## src/rtl/axis_frame_fifo_if.sv

```systemverilog
// AXI4-Stream bundle shared by the UART/AES datapath blocks.
// Carries tdata/tkeep/tlast with a valid/ready handshake.
interface my_axis_if #(
    parameter int DATA_W = 8,
    parameter int KEEP_W = (DATA_W + 7) / 8
);
    logic [DATA_W-1:0] tdata;
    logic [KEEP_W-1:0] tkeep;
    logic              tlast;
    logic              tvalid;
    logic              tready;

    modport master (
        output tdata, tkeep, tlast, tvalid,
        input  tready
    );

    modport slave (
        input  tdata, tkeep, tlast, tvalid,
        output tready
    );
endinterface

```

## src/rtl/axis_frame_fifo.sv

```systemverilog
// AXI4-Stream FIFO with optional store-and-forward frame mode,
// oversize/full frame dropping and depth/frame status reporting.
module axis_frame_fifo #(
    parameter int DEPTH          = 64,
    parameter int DATA_W         = 8,
    parameter int KEEP_W         = (DATA_W + 7) / 8,
    parameter int FRAME_FIFO     = 1,
    parameter int DROP_OVERSIZE  = 1,
    parameter int DROP_WHEN_FULL = 0
) (
    input  logic                     Clk,
    input  logic                     Rst,
    my_axis_if.slave                 s_axis,
    my_axis_if.master                m_axis,
    output logic [$clog2(DEPTH):0]   StatusDepth,
    output logic [$clog2(DEPTH):0]   StatusDepthCommit,
    output logic                     StatusOverflow,
    output logic                     StatusBadFrame,
    output logic                     StatusGoodFrame
);
    localparam int AW = $clog2(DEPTH);
    localparam int PW = AW + 1;
    localparam int MW = 1 + KEEP_W + DATA_W;

    typedef enum logic {
        ST_NORM,
        ST_DROP
    } state_t;

    state_t          state, state_n;
    logic [PW-1:0]   wr_cur, wr_cur_n;
    logic [PW-1:0]   wr_com, wr_com_n;
    logic [PW-1:0]   rd_ptr, rd_ptr_n;
    logic [MW-1:0]   mem [DEPTH];
    logic [MW-1:0]   rd_word;
    logic            full, oversize, trig;
    logic            s_rdy, wr_en;
    logic            good_n, bad_n, ovf_n;

    assign full     = (wr_cur - rd_ptr) == PW'(DEPTH);
    assign oversize = (DROP_OVERSIZE != 0)
                   && ((wr_cur - wr_com) == PW'(DEPTH));

    assign s_axis.tready = s_rdy;
    assign m_axis.tvalid = (wr_com != rd_ptr);
    assign rd_word       = mem[rd_ptr[AW-1:0]];
    assign m_axis.tlast  = rd_word[MW-1];
    assign m_axis.tkeep  = rd_word[MW-2 -: KEEP_W];
    assign m_axis.tdata  = rd_word[DATA_W-1:0];

    assign StatusDepth       = wr_cur - rd_ptr;
    assign StatusDepthCommit = wr_com - rd_ptr;

    always_comb begin
        state_n  = state;
        wr_cur_n = wr_cur;
        wr_com_n = wr_com;
        rd_ptr_n = rd_ptr;
        s_rdy    = 1'b1;
        trig     = 1'b0;
        wr_en    = 1'b0;
        good_n   = 1'b0;
        bad_n    = 1'b0;
        ovf_n    = 1'b0;
        if (FRAME_FIFO == 0) begin
            s_rdy = !full;
            wr_en = s_axis.tvalid && !full;
            ovf_n = s_axis.tvalid && full;
            if (wr_en) begin
                wr_cur_n = wr_cur + PW'(1);
            end
            good_n   = wr_en && s_axis.tlast;
            wr_com_n = wr_cur_n;
        end else begin
            unique case (state)
                ST_NORM: begin
                    // Oversize keeps tready up so a runaway frame drains.
                    s_rdy = (DROP_WHEN_FULL != 0) || !full || oversize;
                    trig  = s_axis.tvalid
                         && (oversize || ((DROP_WHEN_FULL != 0) && full));
                    if (trig) begin
                        if (s_axis.tlast) begin
                            wr_cur_n = wr_com;
                            bad_n    = 1'b1;
                        end else begin
                            state_n = ST_DROP;
                        end
                    end else if (s_axis.tvalid && s_rdy) begin
                        wr_en    = 1'b1;
                        wr_cur_n = wr_cur + PW'(1);
                        if (s_axis.tlast) begin
                            wr_com_n = wr_cur + PW'(1);
                            good_n   = 1'b1;
                        end
                    end
                end
                ST_DROP: begin
                    s_rdy = 1'b1;
                    if (s_axis.tvalid && s_axis.tlast) begin
                        wr_cur_n = wr_com;
                        bad_n    = 1'b1;
                        state_n  = ST_NORM;
                    end
                end
            endcase
        end
        if (m_axis.tvalid && m_axis.tready) begin
            rd_ptr_n = rd_ptr + PW'(1);
        end
    end

    always_ff @(posedge Clk) begin
        if (Rst) begin
            state           <= ST_NORM;
            wr_cur          <= '0;
            wr_com          <= '0;
            rd_ptr          <= '0;
            StatusOverflow  <= 1'b0;
            StatusBadFrame  <= 1'b0;
            StatusGoodFrame <= 1'b0;
        end else begin
            state           <= state_n;
            wr_cur          <= wr_cur_n;
            wr_com          <= wr_com_n;
            rd_ptr          <= rd_ptr_n;
            StatusOverflow  <= ovf_n;
            StatusBadFrame  <= bad_n;
            StatusGoodFrame <= good_n;
        end
    end

    always_ff @(posedge Clk) begin
        if (wr_en) begin
            mem[wr_cur[AW-1:0]] <= {s_axis.tlast, s_axis.tkeep, s_axis.tdata};
        end
    end
endmodule
```

## src/flat_wrapper.sv

```systemverilog
// flat-port wrapper written by rule: the top's interface ports become plain ports
module axis_frame_fifo_flat 
#(
    parameter int DEPTH          = 64,
    parameter int DATA_W         = 8,
    parameter int KEEP_W         = (DATA_W + 7) / 8,
    parameter int FRAME_FIFO     = 1,
    parameter int DROP_OVERSIZE  = 1,
    parameter int DROP_WHEN_FULL = 0
)
  (Clk, Rst, StatusDepth, StatusDepthCommit, StatusOverflow, StatusBadFrame, StatusGoodFrame, s_axis_tdata, s_axis_tkeep, s_axis_tlast, s_axis_tvalid, s_axis_tready, m_axis_tdata, m_axis_tkeep, m_axis_tlast, m_axis_tvalid, m_axis_tready);
  my_axis_if #(.DATA_W(DATA_W), .KEEP_W(KEEP_W)) s_axis_i ();
  my_axis_if #(.DATA_W(DATA_W), .KEEP_W(KEEP_W)) m_axis_i ();
  input  logic Clk;
  input  logic Rst;
  output logic [$clog2(DEPTH):0] StatusDepth;
  output logic [$clog2(DEPTH):0] StatusDepthCommit;
  output logic StatusOverflow;
  output logic StatusBadFrame;
  output logic StatusGoodFrame;
  input wire logic [$bits(s_axis_i.tdata)-1:0] s_axis_tdata;
  input wire logic [$bits(s_axis_i.tkeep)-1:0] s_axis_tkeep;
  input wire logic [$bits(s_axis_i.tlast)-1:0] s_axis_tlast;
  input wire logic [$bits(s_axis_i.tvalid)-1:0] s_axis_tvalid;
  output wire logic [$bits(s_axis_i.tready)-1:0] s_axis_tready;
  output wire logic [$bits(m_axis_i.tdata)-1:0] m_axis_tdata;
  output wire logic [$bits(m_axis_i.tkeep)-1:0] m_axis_tkeep;
  output wire logic [$bits(m_axis_i.tlast)-1:0] m_axis_tlast;
  output wire logic [$bits(m_axis_i.tvalid)-1:0] m_axis_tvalid;
  input wire logic [$bits(m_axis_i.tready)-1:0] m_axis_tready;
  assign s_axis_i.tdata = s_axis_tdata;
  assign s_axis_i.tkeep = s_axis_tkeep;
  assign s_axis_i.tlast = s_axis_tlast;
  assign s_axis_i.tvalid = s_axis_tvalid;
  assign s_axis_tready = s_axis_i.tready;
  assign m_axis_tdata = m_axis_i.tdata;
  assign m_axis_tkeep = m_axis_i.tkeep;
  assign m_axis_tlast = m_axis_i.tlast;
  assign m_axis_tvalid = m_axis_i.tvalid;
  assign m_axis_i.tready = m_axis_tready;
  axis_frame_fifo #(.DEPTH(DEPTH), .DATA_W(DATA_W), .KEEP_W(KEEP_W), .FRAME_FIFO(FRAME_FIFO), .DROP_OVERSIZE(DROP_OVERSIZE), .DROP_WHEN_FULL(DROP_WHEN_FULL)) u_core (.Clk(Clk), .Rst(Rst), .s_axis(s_axis_i), .m_axis(m_axis_i), .StatusDepth(StatusDepth), .StatusDepthCommit(StatusDepthCommit), .StatusOverflow(StatusOverflow), .StatusBadFrame(StatusBadFrame), .StatusGoodFrame(StatusGoodFrame));
endmodule
```

## config.mk

```make
export PLATFORM = sky130hd
export DESIGN_NAME = axis_frame_fifo_flat
export DESIGN_NICKNAME = d
export VERILOG_FILES = /design/src/rtl/axis_frame_fifo_if.sv /design/src/rtl/axis_frame_fifo.sv /design/src/flat_wrapper.sv
export SDC_FILE = /design/constraint.sdc
export NUM_CORES = 1
export LEC_CHECK = 0
export ABC_AREA = 1
export CORE_AREA = 2 2 320 164
export CTS_CLUSTER_SIZE = 20
export DETAILED_ROUTE_END_ITERATION = 8
export DIE_AREA = 0 0 322 166
export HOLD_SLACK_MARGIN = 0.08
export PLACE_DENSITY_LB_ADDON = 0.2
export SKIP_CTS_REPAIR_TIMING = 1
export SLEW_MARGIN = 0
export SYNTH_ARGS = -nofsm -noshare
export SYNTH_HDL_FRONTEND = slang
export SYNTH_SLANG_ARGS = --single-unit
export TNS_END_PERCENT = 10
```

## constraint.sdc

```tcl
create_clock -name Clk -period 8.7 [get_ports Clk]
set_input_delay 2.175 -clock Clk [delete_from_list [all_inputs] [get_ports Clk]]
set_output_delay 2.175 -clock Clk [all_outputs]
set_load 0.02 [all_outputs]
```

* Yosys cells after proc, flatten, opt, wreduce, memory -nomap -nowiden
Memories as Yosys holds them, arrays and structs flattened. A register that Yosys moved wholly into a read port is not among the register bits. Index checks and enable logic that the tools add are counted.
Cells by class: reductions and logical operators 9, bitwise logic cells 3, div/mod/pow operators 0, $mul 0, shifts and indexed selects 0, equal/unequal tests 6, add/subtract/negate cells 5, multiplexer cells 21, $lt $le $gt $ge 0
Operator list (count):
- $mux W7 | 4
- $sub A7 B7 Y7 | 3
- $add A7 B1 Y7 const B | 2
- $eq A7 B7 Y1 const B | 2
- $pmux W7 S2 | 1
- $mux W6 | 2
- $mux W1 | 11
- $ne A7 B7 Y1 | 1
- $pmux W1 S2 | 3
- $logic_and A1 B1 Y1 | 4
- $reduce_and A4 Y1 | 1
- $reduce_or A4 Y1 | 1
- $ne A3 B1 Y1 const B | 1
- $ne A3 B3 Y1 const B | 1
- $not A1 Y1 | 3
- $reduce_and A3 Y1 | 1
- $ne A2 B2 Y1 const B | 1
- $logic_not A1 Y1 | 1
- $logic_or A1 B1 Y1 | 1
Word-level totals: latch bits 0, bits in read-only memories 0, register bits 24, memory bits (writable) 640, memories 1, output and inout port bits 29
Memories:
- u_core.mem | depth 64, bits a word 10, rd ports 1, clocked after Yosys merged registers in 1, write ports 1, line axis_frame_fifo.sv:34 | logic [MW-1:0] mem [DEPTH];

* Longest topological paths before layout
Gate-level depths: netlist of the first run.
depth after elaboration 10, depth in mapped cells 18, mapped depth without buffers 17

* Worst setup path before layout of the first run
No wires, ideal clock.
kind register to output, from register u_core.wr_cur[0], to output s_axis_tready, setup slack 4204 ps, stages on the path, launching flop included 10, arrival 2321 ps, buffers on the path 0, cell sequence dfxtp_1 -> inv_2 -> ha_1 -> inv_1 -> fa_1 -> or2_1 -> nor2_1 -> nand3_2 -> nor2_4 -> nand4_1
On the way: longest elaborated chain between the ends 5, elaborated cells between the ends (all ways) 7, classes of those cells add/sub: 2; eq/ne: 2; mux: 1; reduce/logical: 2
RTL lines:
- start, declared | line axis_frame_fifo.sv:31 | logic [PW-1:0] wr_cur, wr_cur_n;
- start signal, assigned | line axis_frame_fifo.sv:123 | wr_cur <= wr_cur_n;
- $sub A7 B7 Y7
- net StatusDepth[1] | line flat_wrapper.sv:16 | output logic [$clog2(DEPTH):0] StatusDepth;
- $eq A7 B7 Y1 | line axis_frame_fifo.sv:40 | assign full = (wr_cur - rd_ptr) == PW'(DEPTH);
- $logic_not A1 Y1 | line axis_frame_fifo.sv:78 | s_rdy = (DROP_WHEN_FULL != 0) || !full || oversize;
- $logic_or A1 B1 Y1 | line axis_frame_fifo.sv:78
- $pmux W1 S2 | line axis_frame_fifo.sv:75 | unique case (state)
- end, declared | line flat_wrapper.sv:25 | output wire logic [$bits(s_axis_i.tready)-1:0] s_axis_tready;
The timed path passes the listed nets, and every way through them passes these cells.

==> run_results.csv, run 1 <==
group,metric,value,unit
run_status,status,"complete, no violations",
worst_setup_path,cp_max_fo,107,
global_routing,grt_max_degree,201,
worst_setup_path,crit_top_cell,"o21ai_0",
logic_synthesis,ys_top_cells_by_count,"640 x edfxtp_1, 467 x nor2_1, 338 x o21ai_0",
sta,period_minus_slack,6.60,ns
logic_synthesis,netlist_area,27600,um^2
route,via_count,18268,
logic_synthesis,synth_edf_count,640,
route,ant_nets,0,
floorplanning,io_pins,43,
worst_setup_path,critPathLaunchType,"flop",
finish,areaGrowthSynthToFinish,8.88,%
worst_hold_path,hp-class,"flop to flop",
worst_hold_path,whs_endpoint,"u_core.rd_ptr[6]$_SDFFE_PP0P_",
worst_setup_path,critPathBufInv,3,
route,wl,74800,um
worst_setup_path,critPathKind,"flop to primary output",
clock_tree,htreeDepth,2,
worst_hold_path,min-delay-start,"u_core.rd_ptr[6]$_SDFFE_PP0P_",
logic_synthesis,synth_warnings,0,
global_routing,grt_pass1_vias,16781,
route,viasPerCell,6.22,
global_routing,track_usage,27.7,%
worst_setup_path,cp.depth,9,
route,detailedRoute.firstIterationViolations,2662,
run,drv_cap,0,
logic_synthesis,yosysMostFrequentCell,"edfxtp_1",
worst_setup_path,worst_ep_arrival_time,4.43,ns
logic_synthesis,syn_inst,2246,
logic_synthesis,synth.avg_cell_area,12.3,um^2
logic_synthesis,synthDistinctLibCells,43,
logic_synthesis,synth_area_leaders,"edfxtp_1 70%, nor2_1 6.4%, o21ai_0 6.1%",
logic_synthesis,syn_nets,2282,
floorplanning,fp.dieArea,53500,um^2
route,first_pass_iters,6,
clock_tree,insertion_delay,0.62,ns
floorplanning,core,50900,um^2
clock_tree,cts_made_buffers,54,
worst_setup_path,regToRegEndpoint,"u_core.mem[60][6]$_DFFE_PP_",
placement,gp_congestion,0.874,
clock_tree,cts-root-buf,"clkbuf_16",
logic_synthesis,async_flop_share,0,%
worst_setup_path,r2r_cells,15,
clock_tree,cts_sinks,670,
sta,tightestPinTransition,1.18,ns
power_and_ir_drop,power_density,258,nW/um^2
worst_setup_path,critical-path-top-delay-family,"buffers and inverters",
sta,fmax,0.151,GHz
sta,finalClockSkew,0.0205,ns
worst_setup_path,regToRegSetupSlack,4.35,ns
logic_synthesis,synth_top_area_share,69.7,%
worst_setup_path,cp.required,6.53,ns
worst_setup_path,max_stage_delay,0.63,ns
placement,portBuffers,41,
floorplanning,num_rows,59,
sta,hold_viol_final,0,
clock_tree,clk_pin_slew,0.07,ns
finish,layout.nets,2259,
placement,hpwl,41800,um
floorplanning,die_w,322,um
route,drc,0,
clock_tree,cts_tree,"built",
clock_tree,clockBufferDepth,3,
worst_setup_path,cpMaxStageDelayCell,"clkdlybuf4s50_1",
sta,setup-violations-final,0,
logic_synthesis,ys_seq_area_share,71.9,%
finish,layout-drive-gt1-share,6.44,%
worst_setup_path,worstReg2RegStart,"u_core.wr_cur[0]$_SDFFE_PP0P_",
sta,max_slew_margin,21.1,%
power_and_ir_drop,p_leak,0.00982,uW
sta,fin_hold_ws,0.516,ns
global_routing,grt_first_pass_wirelength,110000,um
sta,slew_viol_final,0,
sta,tns,0,ns
floorplanning,die_y,166,um
floorplanning,start_util,54.1,%
worst_setup_path,end_kind,"primary output",
sta,grt_setup_unrepaired,"no",
sta,period_share,75.9,%
route,wl_per_cell,25.5,um
logic_synthesis,synth_top_cell_by_area,"edfxtp_1",
power_and_ir_drop,ir_worst_vdd,0.000182,V
worst_hold_path,hold_depth,2,
global_routing,gr-total-overflow,0,
global_routing,antenna_found_initial,1,
logic_synthesis,ys_ff_latch,670,
worst_setup_path,cp_cell_sequence,"inv_8 > buf_4 > o21ai_0 > o22ai_1 > o21ai_0 > o21ai_0 > o211ai_1 > nand2_1 > clkdlybuf4s50_1",
logic_synthesis,synthFlopType,"edfxtp_1",
## how the worst max path moves through the flow
stage	slack (ns)	end	startpoint
3_3_place_gp	2.74	m_axis_tdata[0]	flop
4_1_cts	2.12	m_axis_tdata[0]	flop
2_1_floorplan	4.20	s_axis_tready	u_core.wr_cur[0]$_SDFFE_PP0P_
3_5_place_dp	2.77	m_axis_tdata[0]	flop
6_report	2.10	m_axis_tdata[0]	flop
5_1_grt	1.84	m_axis_tdata[0]	flop
## layout make-up
type                       instances  area [um^2]
multi-input combinational       1371         6840
tap                              671          840
antenna                            1         2.50
inverter                          64          253
timing repair buffer              62          568
fill                            4068        20900
clock buffer                      63         1420
sequential                       670        19800
clock inverter                    37          279
## registers in the layout (all words and copies together), names as in the netlist, named ones only
signal	flops
u_core.mem	640
u_core.rd_ptr	7
u_core.wr_com	7
u_core.wr_cur	7
u_core.StatusBadFrame	1
u_core.StatusGoodFrame	1
u_core.state	1
## placed cells by master, fill, tap and decap left out, drive strengths merged, types with 9 or more instances in the layout
cell type | netlist | final
buf | 57 | 31
clkinv | 3 | 32
nand2 | 155 | 155
clkbuf | 84 | 63
dfxtp | 30 | 30
inv | 61 | 63
o211ai | 37 | 37
o21ai | 415 | 415
nand4 | 15 | 15
clkdlybuf4s50 | 0 | 31
ha | 20 | 20
nor2 | 470 | 470
edfxtp | 640 | 640
nand3 | 30 | 30
o22ai | 157 | 157
a21oi | 29 | 29
xor2 | 9 | 9
## through the flow
step                      utilization, %  power (uW)  instance area [um^2]  setup WS, ns  std cells
final                               59.0        7740                 30000          2.10       2939
after global routing                59.0        8010                 30000          1.84       2938
after CTS                           59.0        7710                 30000          2.12       2938
after detailed placement            55.6        5340                 28300          2.77       2838
after global placement              55.6        5310                 28300          2.74       2838
after floorplan                        -        4750                 27600          4.20       2246
## cells by family after synthesis
| logic type | count (synthesis) | synth area share, % |
|---|---|---|
| simple gates | 684 | 10.3 |
| flops | 670 | 71.9 |
| compound gates | 651 | 13.0 |
| buf+inv | 205 | 3.33 |
| fa+ha+maj | 22 | 1.05 |
| xor+xnor | 13 | 0.413 |
| other cells | 1 | 0.0136 |
## per-layer routing
layer  wire (um)  vias up  part of all wire, %  GRT usage (%)
met1       33600     8963                   45           44.3
met2       30300     1009                   40           36.3
met4        1600        4                  2.1           7.01
met3        9220      120                   12           8.68
met5         167        -                 0.22           1.96
li1            -     8172                    -              -
## worst min-delay path, stage by stage, from the launching register on
cell and delay, ns:
dfxtp_1 0.34, inv_1 0.07, a21oi_1 0.06
## power by group
part	switching, uW	internal, uW	total (uW)
Clock	1140	1280	2430
Sequential	75.1	3600	3670
Combinational	1150	490	1640
No activity file was read; power rests on OpenSTA's default activity.
==> inputs of run 2 (changes only) <==
==> constraint.sdc (replaced) <==
create_clock -name Clk -period 5.36 [get_ports Clk]
set_input_delay 1.34 -clock Clk [delete_from_list [all_inputs] [get_ports Clk]]
set_output_delay 1.34 -clock Clk [all_outputs]
set_load 0.02 [all_outputs]
==> run 2 against run 1 <==
  * Core utilization increased by 0.68 points
  * Via count increased by 1.5%
  * Clock skew increased by 0.0043 ns
  * Highest routed layer unchanged
  * Global-route usage increased by 0.58 points
  * Combinational power increased by 69%
  * Worst hold slack got worse by 0.014 ns
  * Power increased by 64%
  * Clock power increased by 65%
  * Sequential power increased by 62%
==> run_results.csv, run 2 (synthesis results as in run 1) <==
group,metric,value,unit
run,drv_cap,0,
power_and_ir_drop,ir_worst_vdd,0.000309,V
finish,layout-drive-gt1-share,7.60,%
placement,place_ws,0.795,ns
route,ant_nets,0,
worst_setup_path,end_kind,"primary output",
sta,period_share,96.6,%
floorplanning,start_util,54.1,%
floorplanning,die_w,322,um
floorplanning,die_y,166,um
placement,hpwl,45000,um
placement,place_inst,2868,
sta,hold_viol_final,0,
worst_setup_path,cp_cell_sequence,"inv_8 > buf_12 > o21ai_1 > o22ai_1 > o21ai_1 > inv_1 > o21ai_1 > o211ai_1 > nand3_1 > nand2_1 > clkdlybuf4s50_1",
worst_setup_path,max_stage_delay,0.62,ns
floorplanning,fp.dieArea,53500,um^2
global_routing,grt_first_pass_wirelength,112000,um
sta,slew_viol_final,0,
power_and_ir_drop,p_leak,0.0100,uW
sta,fmax,0.193,GHz
route,first_pass_iters,6,
clock_tree,htreeDepth,2,
placement,dpl_cell_area,28600,um^2
sta,finalClockSkew,0.0248,ns
sta,period_minus_slack,5.18,ns
placement,gp_congestion,0.919,
finish,diodes,0,
run_status,status,"complete, no violations",
placement,portBuffers,41,
worst_setup_path,cp_max_fo,100,
floorplanning,num_rows,59,
clock_tree,clk_pin_slew,0.07,ns
route,wl,75900,um
floorplanning,io_pins,43,
sta,setup_ws,0.183,ns
worst_setup_path,critPathLaunchType,"flop",
finish,fin_util,59.6,%
finish,layout.nets,2291,
worst_setup_path,crit_top_cell,"o21ai_1",
route,drc,0,
sta,max_slew_margin,16.3,%
finish,fill_cells,3961,
clock_tree,cts_made_buffers,56,
route,detailedRoute.firstIterationViolations,2987,
clock_tree,insertion_delay,0.63,ns
worst_setup_path,cpMaxStageDelayCell,"clkdlybuf4s50_1",
sta,tightestPinTransition,1.25,ns
finish,final-seq-area,19800,um^2
route,wl_per_cell,25.5,um
route,viasPerCell,6.24,
clock_tree,cts_tree,"built",
finish,largest_reg_flops,640,
worst_setup_path,cp.required,4.02,ns
worst_setup_path,worst_ep_arrival_time,3.84,ns
finish,layout_common_cells,"640 x edfxtp_1, 467 x nor2_1, 337 x o21ai_0, 157 x o22ai_1, 147 x nand2_1",
clock_tree,cts_sinks,670,
sta,setup-violations-final,0,
floorplanning,core,50900,um^2
power_and_ir_drop,power_density,418,nW/um^2
finish,multi_input_area,6840,um^2
sta,grt_setup_unrepaired,"no",
worst_hold_path,hp-class,"flop to flop",
clock_tree,cts-root-buf,"clkbuf_16",
route,via_count,18546,
clock_tree,clockBufferDepth,3,
finish,stdcell_area,30400,um^2
global_routing,track_usage,28.3,%
global_routing,antenna_found_initial,3,
finish,post_layout_nonfiller_instances,2974,
global_routing,gr-total-overflow,0,
finish,layout_commonest_cell,"edfxtp_1",
global_routing,grt_max_degree,128,
global_routing,grt_pass1_vias,17148,
sta,tns,0,ns
worst_setup_path,critPathKind,"flop to primary output",
finish,areaGrowthSynthToFinish,10.1,%
-- run 2: worst paths after layout --
kind,cells past startpoint,startpoint,to,slack [ns]
worst max-delay path,11,flop,m_axis_tdata[2],0.18
worst min-delay path,2,u_core.wr_com[0]$_SDFFE_PP0P_,u_core.wr_com[0]$_SDFFE_PP0P_,0.50
worst max register to register,15,u_core.wr_cur[0]$_SDFFE_PP0P_,u_core.mem[41][1]$_DFFE_PP_,1.07
worst min register to register,2,u_core.wr_com[0]$_SDFFE_PP0P_,u_core.wr_com[0]$_SDFFE_PP0P_,0.50
-- run 2: per-stage QoR --
step | power (uW) | hold WS [ns]
6_report | 12700 | 0.502
5_1_grt | 13200 | 0.517
4_1_cts | 12700 | 0.506
2_1_floorplan | 7710 | 0.464
3_3_place_gp | 8680 | 0.483
3_5_place_dp | 8730 | 0.494
-- run 2: worst max-delay path: cells and delay by family (launching register included) --
| kind | cells | cell delay, ns |
|---|---|---|
| AOI/OAI and AO/OA | 5 | 0.76 |
| and+or+nand+nor | 2 | 0.40 |
| buffers and inverters | 4 | 1.49 |
| DFF | 1 | 0.39 |
-- run 2: final cells by class --
type	instances	area share, %
flip-flops and latches	670	65.3
multi-input cells	1371	22.5
clock buffers	74	4.98
repair buffers	92	2.82
well taps	671	2.76
inverters	64	0.832
clock inverters	32	0.807
-- run 2: power breakdown --
group	internal, uW	total, uW	switching (uW)
Sequential	5840	5930	82.5
Clock	2140	4010	1870
Combinational	835	2770	1930
-- run 2: layer usage --
layer | global-route usage [%] | vias up | wire (um)
met3 | 12.6 | 97 | 11600
met1 | 43.9 | 9147 | 33000
li1 | - | 8225 | -
met4 | 5.79 | 2 | 1280
met2 | 36.5 | 1075 | 30100
met5 | 0 | - | 8
==> inputs of run 3 (changes only) <==
--- a/config.mk
+++ b/config.mk
@@ -6,13 +6,12 @@
 export NUM_CORES = 1
 export LEC_CHECK = 0
 export ABC_AREA = 1
-export CORE_AREA = 2 2 320 164
+export CORE_AREA = 2 2 193 270
 export CTS_CLUSTER_SIZE = 20
 export DETAILED_ROUTE_END_ITERATION = 8
-export DIE_AREA = 0 0 322 166
+export DIE_AREA = 0 0 195 272
 export HOLD_SLACK_MARGIN = 0.08
 export PLACE_DENSITY_LB_ADDON = 0.2
-export SKIP_CTS_REPAIR_TIMING = 1
 export SLEW_MARGIN = 0
 export SYNTH_ARGS = -nofsm -noshare
 export SYNTH_HDL_FRONTEND = slang
==> run 3 against run 2 <==
  * Core utilization increased by 0.61 points
  * Clock power grew 11%
  * Wire length fell by 4.4%
  * Maximum frequency is 1.1% lower
  * Worst hold slack improved by 0.018 ns
  * Via count shrank 1.7%
  * Combinational power decreased by 4%
  * Sequential share of layout area down 0.44 points
  * Critical path type unchanged
  * Largest power group unchanged
==> run_results.csv, run 3 (synthesis results as in run 1) <==
group,metric,value,unit
run_status,status,"complete, no violations",
clock_tree,cts_sinks,670,
finish,largest_reg_flops,640,
route,drc,0,
worst_setup_path,cp_max_fo,92,
route,first_pass_iters,5,
floorplanning,core,50800,um^2
finish,layout-drive-gt1-share,7.86,%
worst_setup_path,critPathLaunchType,"flop",
floorplanning,fp.dieArea,53000,um^2
worst_hold_path,hp-class,"flop to flop",
placement,hpwl,41900,um
run,drv_cap,0,
worst_setup_path,end_kind,"primary output",
clock_tree,clk_pin_slew,0.06,ns
sta,fmax,0.191,GHz
power_and_ir_drop,finalPower,13000,uW
finish,layout.nets,2287,
finish,areaGrowthSynthToFinish,10.9,%
sta,finalClockSkew,0.0232,ns
floorplanning,start_util,54.3,%
finish,layout_common_cells,"640 x edfxtp_1, 467 x nor2_1, 338 x o21ai_0, 157 x o22ai_1, 147 x nand2_1",
global_routing,track_usage,27.4,%
sta,tightestPinTransition,1.23,ns
floorplanning,die_w,195,um
clock_tree,insertion_delay,0.62,ns
floorplanning,die_y,272,um
power_and_ir_drop,p_leak,0.0101,uW
sta,slew_viol_final,0,
placement,portBuffers,41,
clock_tree,cts-root-buf,"clkbuf_16",
finish,layout_commonest_cell,"edfxtp_1",
sta,period_share,97.6,%
worst_setup_path,worst_ep_arrival_time,3.89,ns
finish,fill_cells,3994,
worst_setup_path,cp.required,4.02,ns
global_routing,grt_pass1_vias,17722,
route,viasPerCell,6.17,
finish,fin_util,60.2,%
route,wl_per_cell,24.6,um
worst_setup_path,critPathKind,"flop to primary output",
floorplanning,io_pins,43,
clock_tree,cts_tree,"built",
clock_tree,cts_hold_buffers,0,
floorplanning,num_rows,98,
clock_tree,cts_resized,0,
power_and_ir_drop,ir_worst_vdd,0.000320,V
clock_tree,post_cts_buffers,0,
sta,max_slew_margin,18.0,%
sta,hold_viol_final,0,
route,wl,72500,um
clock_tree,clockBufferDepth,3,
sta,fin_hold_ws,0.521,ns
route,via_count,18234,
finish,diodes,0,
global_routing,antenna_found_initial,2,
sta,grt_setup_unrepaired,"no",
sta,tns,0,ns
placement,gp_congestion,0.865,
global_routing,gr-total-overflow,0,
route,ant_nets,0,
sta,period_minus_slack,5.23,ns
global_routing,grt_first_pass_wirelength,109000,um
global_routing,grt_max_degree,138,
clock_tree,htreeDepth,2,
sta,setup-violations-final,0,
power_and_ir_drop,power_density,426,nW/um^2
clock_tree,cts_made_buffers,60,
route,detailedRoute.firstIterationViolations,1984,
[run 3: cell types whose count changed in the layout (fill, tap and decap cells not counted)]
cell	previous run	this run
clkbuf_16	58	62
clkbuf_8	0	6
clkinv_1	12	13
o21ai_1	78	77
buf_4	42	34
clkbuf_1	16	9
clkinv_4	2	3
clkinv_2	15	11
clkinvlp_4	0	3
o21ai_0	337	338
bufinv_16	3	7
[run 3: report_power, final]
| part | internal, uW | switching [uW] |
|---|---|---|
| registers | 5840 | 85.8 |
| logic | 834 | 1830 |
| clock network | 2540 | 1900 |
[run 3: per-layer routing]
layer,part of all wire (%),vias to the layer above,GRT usage (%)
li1,-,8213,-
met1,38,9015,35.6
met2,50,829,46.7
met3,7.4,173,3.42
met4,4.3,4,12.0
met5,0.040,-,0
[run 3: path summary, 6_finish.rpt]
check / cells past startpoint / endpoint / start / slack (ns)
max reg2reg: 15 / u_core.mem[42][2]$_DFFE_PP_ / u_core.wr_cur[0]$_SDFFE_PP0P_ / 1.17
min: 2 / u_core.wr_com[0]$_SDFFE_PP0P_ / u_core.wr_com[0]$_SDFFE_PP0P_ / 0.52
min reg2reg: 2 / u_core.wr_com[0]$_SDFFE_PP0P_ / u_core.wr_com[0]$_SDFFE_PP0P_ / 0.52
max: 9 / m_axis_tdata[7] / flop / 0.13
[run 3: stage by stage]
| step | area [um^2] | worst slack [ns] | instances |
|---|---|---|---|
| 3_5_place_dp | 28500 | 0.844 | 2839 |
| 6_report | 30600 | 0.127 | 2953 |
| 5_1_grt | 30600 | 0.00912 | 2953 |
| 3_3_place_gp | 28500 | 0.866 | 2839 |
| 2_1_floorplan | 27600 | 1.70 | 2246 |
| 4_1_cts | 30600 | 0.216 | 2953 |
[run 3: area by class of cell]
cell class                      count  area (um^2)  share of cell area, %
Clock inverter                     37          380                   1.24
Sequential cell                   670        19800                   64.8
Tap cell                          650          813                   2.66
Inverter                           64          253                  0.826
Timing Repair Buffer               84          796                   2.60
Multi-Input combinational cell   1371         6840                   22.4
Clock buffer                       77         1670                   5.45
[run 3: worst max-delay path, cell delays in order (launching register included)]
cell             delay [ns]
dfxtp_4                0.46
inv_8                  0.46
buf_12                 0.32
o21ai_0                0.12
o22ai_1                0.16
o21ai_0                0.13
o21ai_0                0.53
o211ai_1               0.24
nand2_1                0.14
clkdlybuf4s50_1        0.61
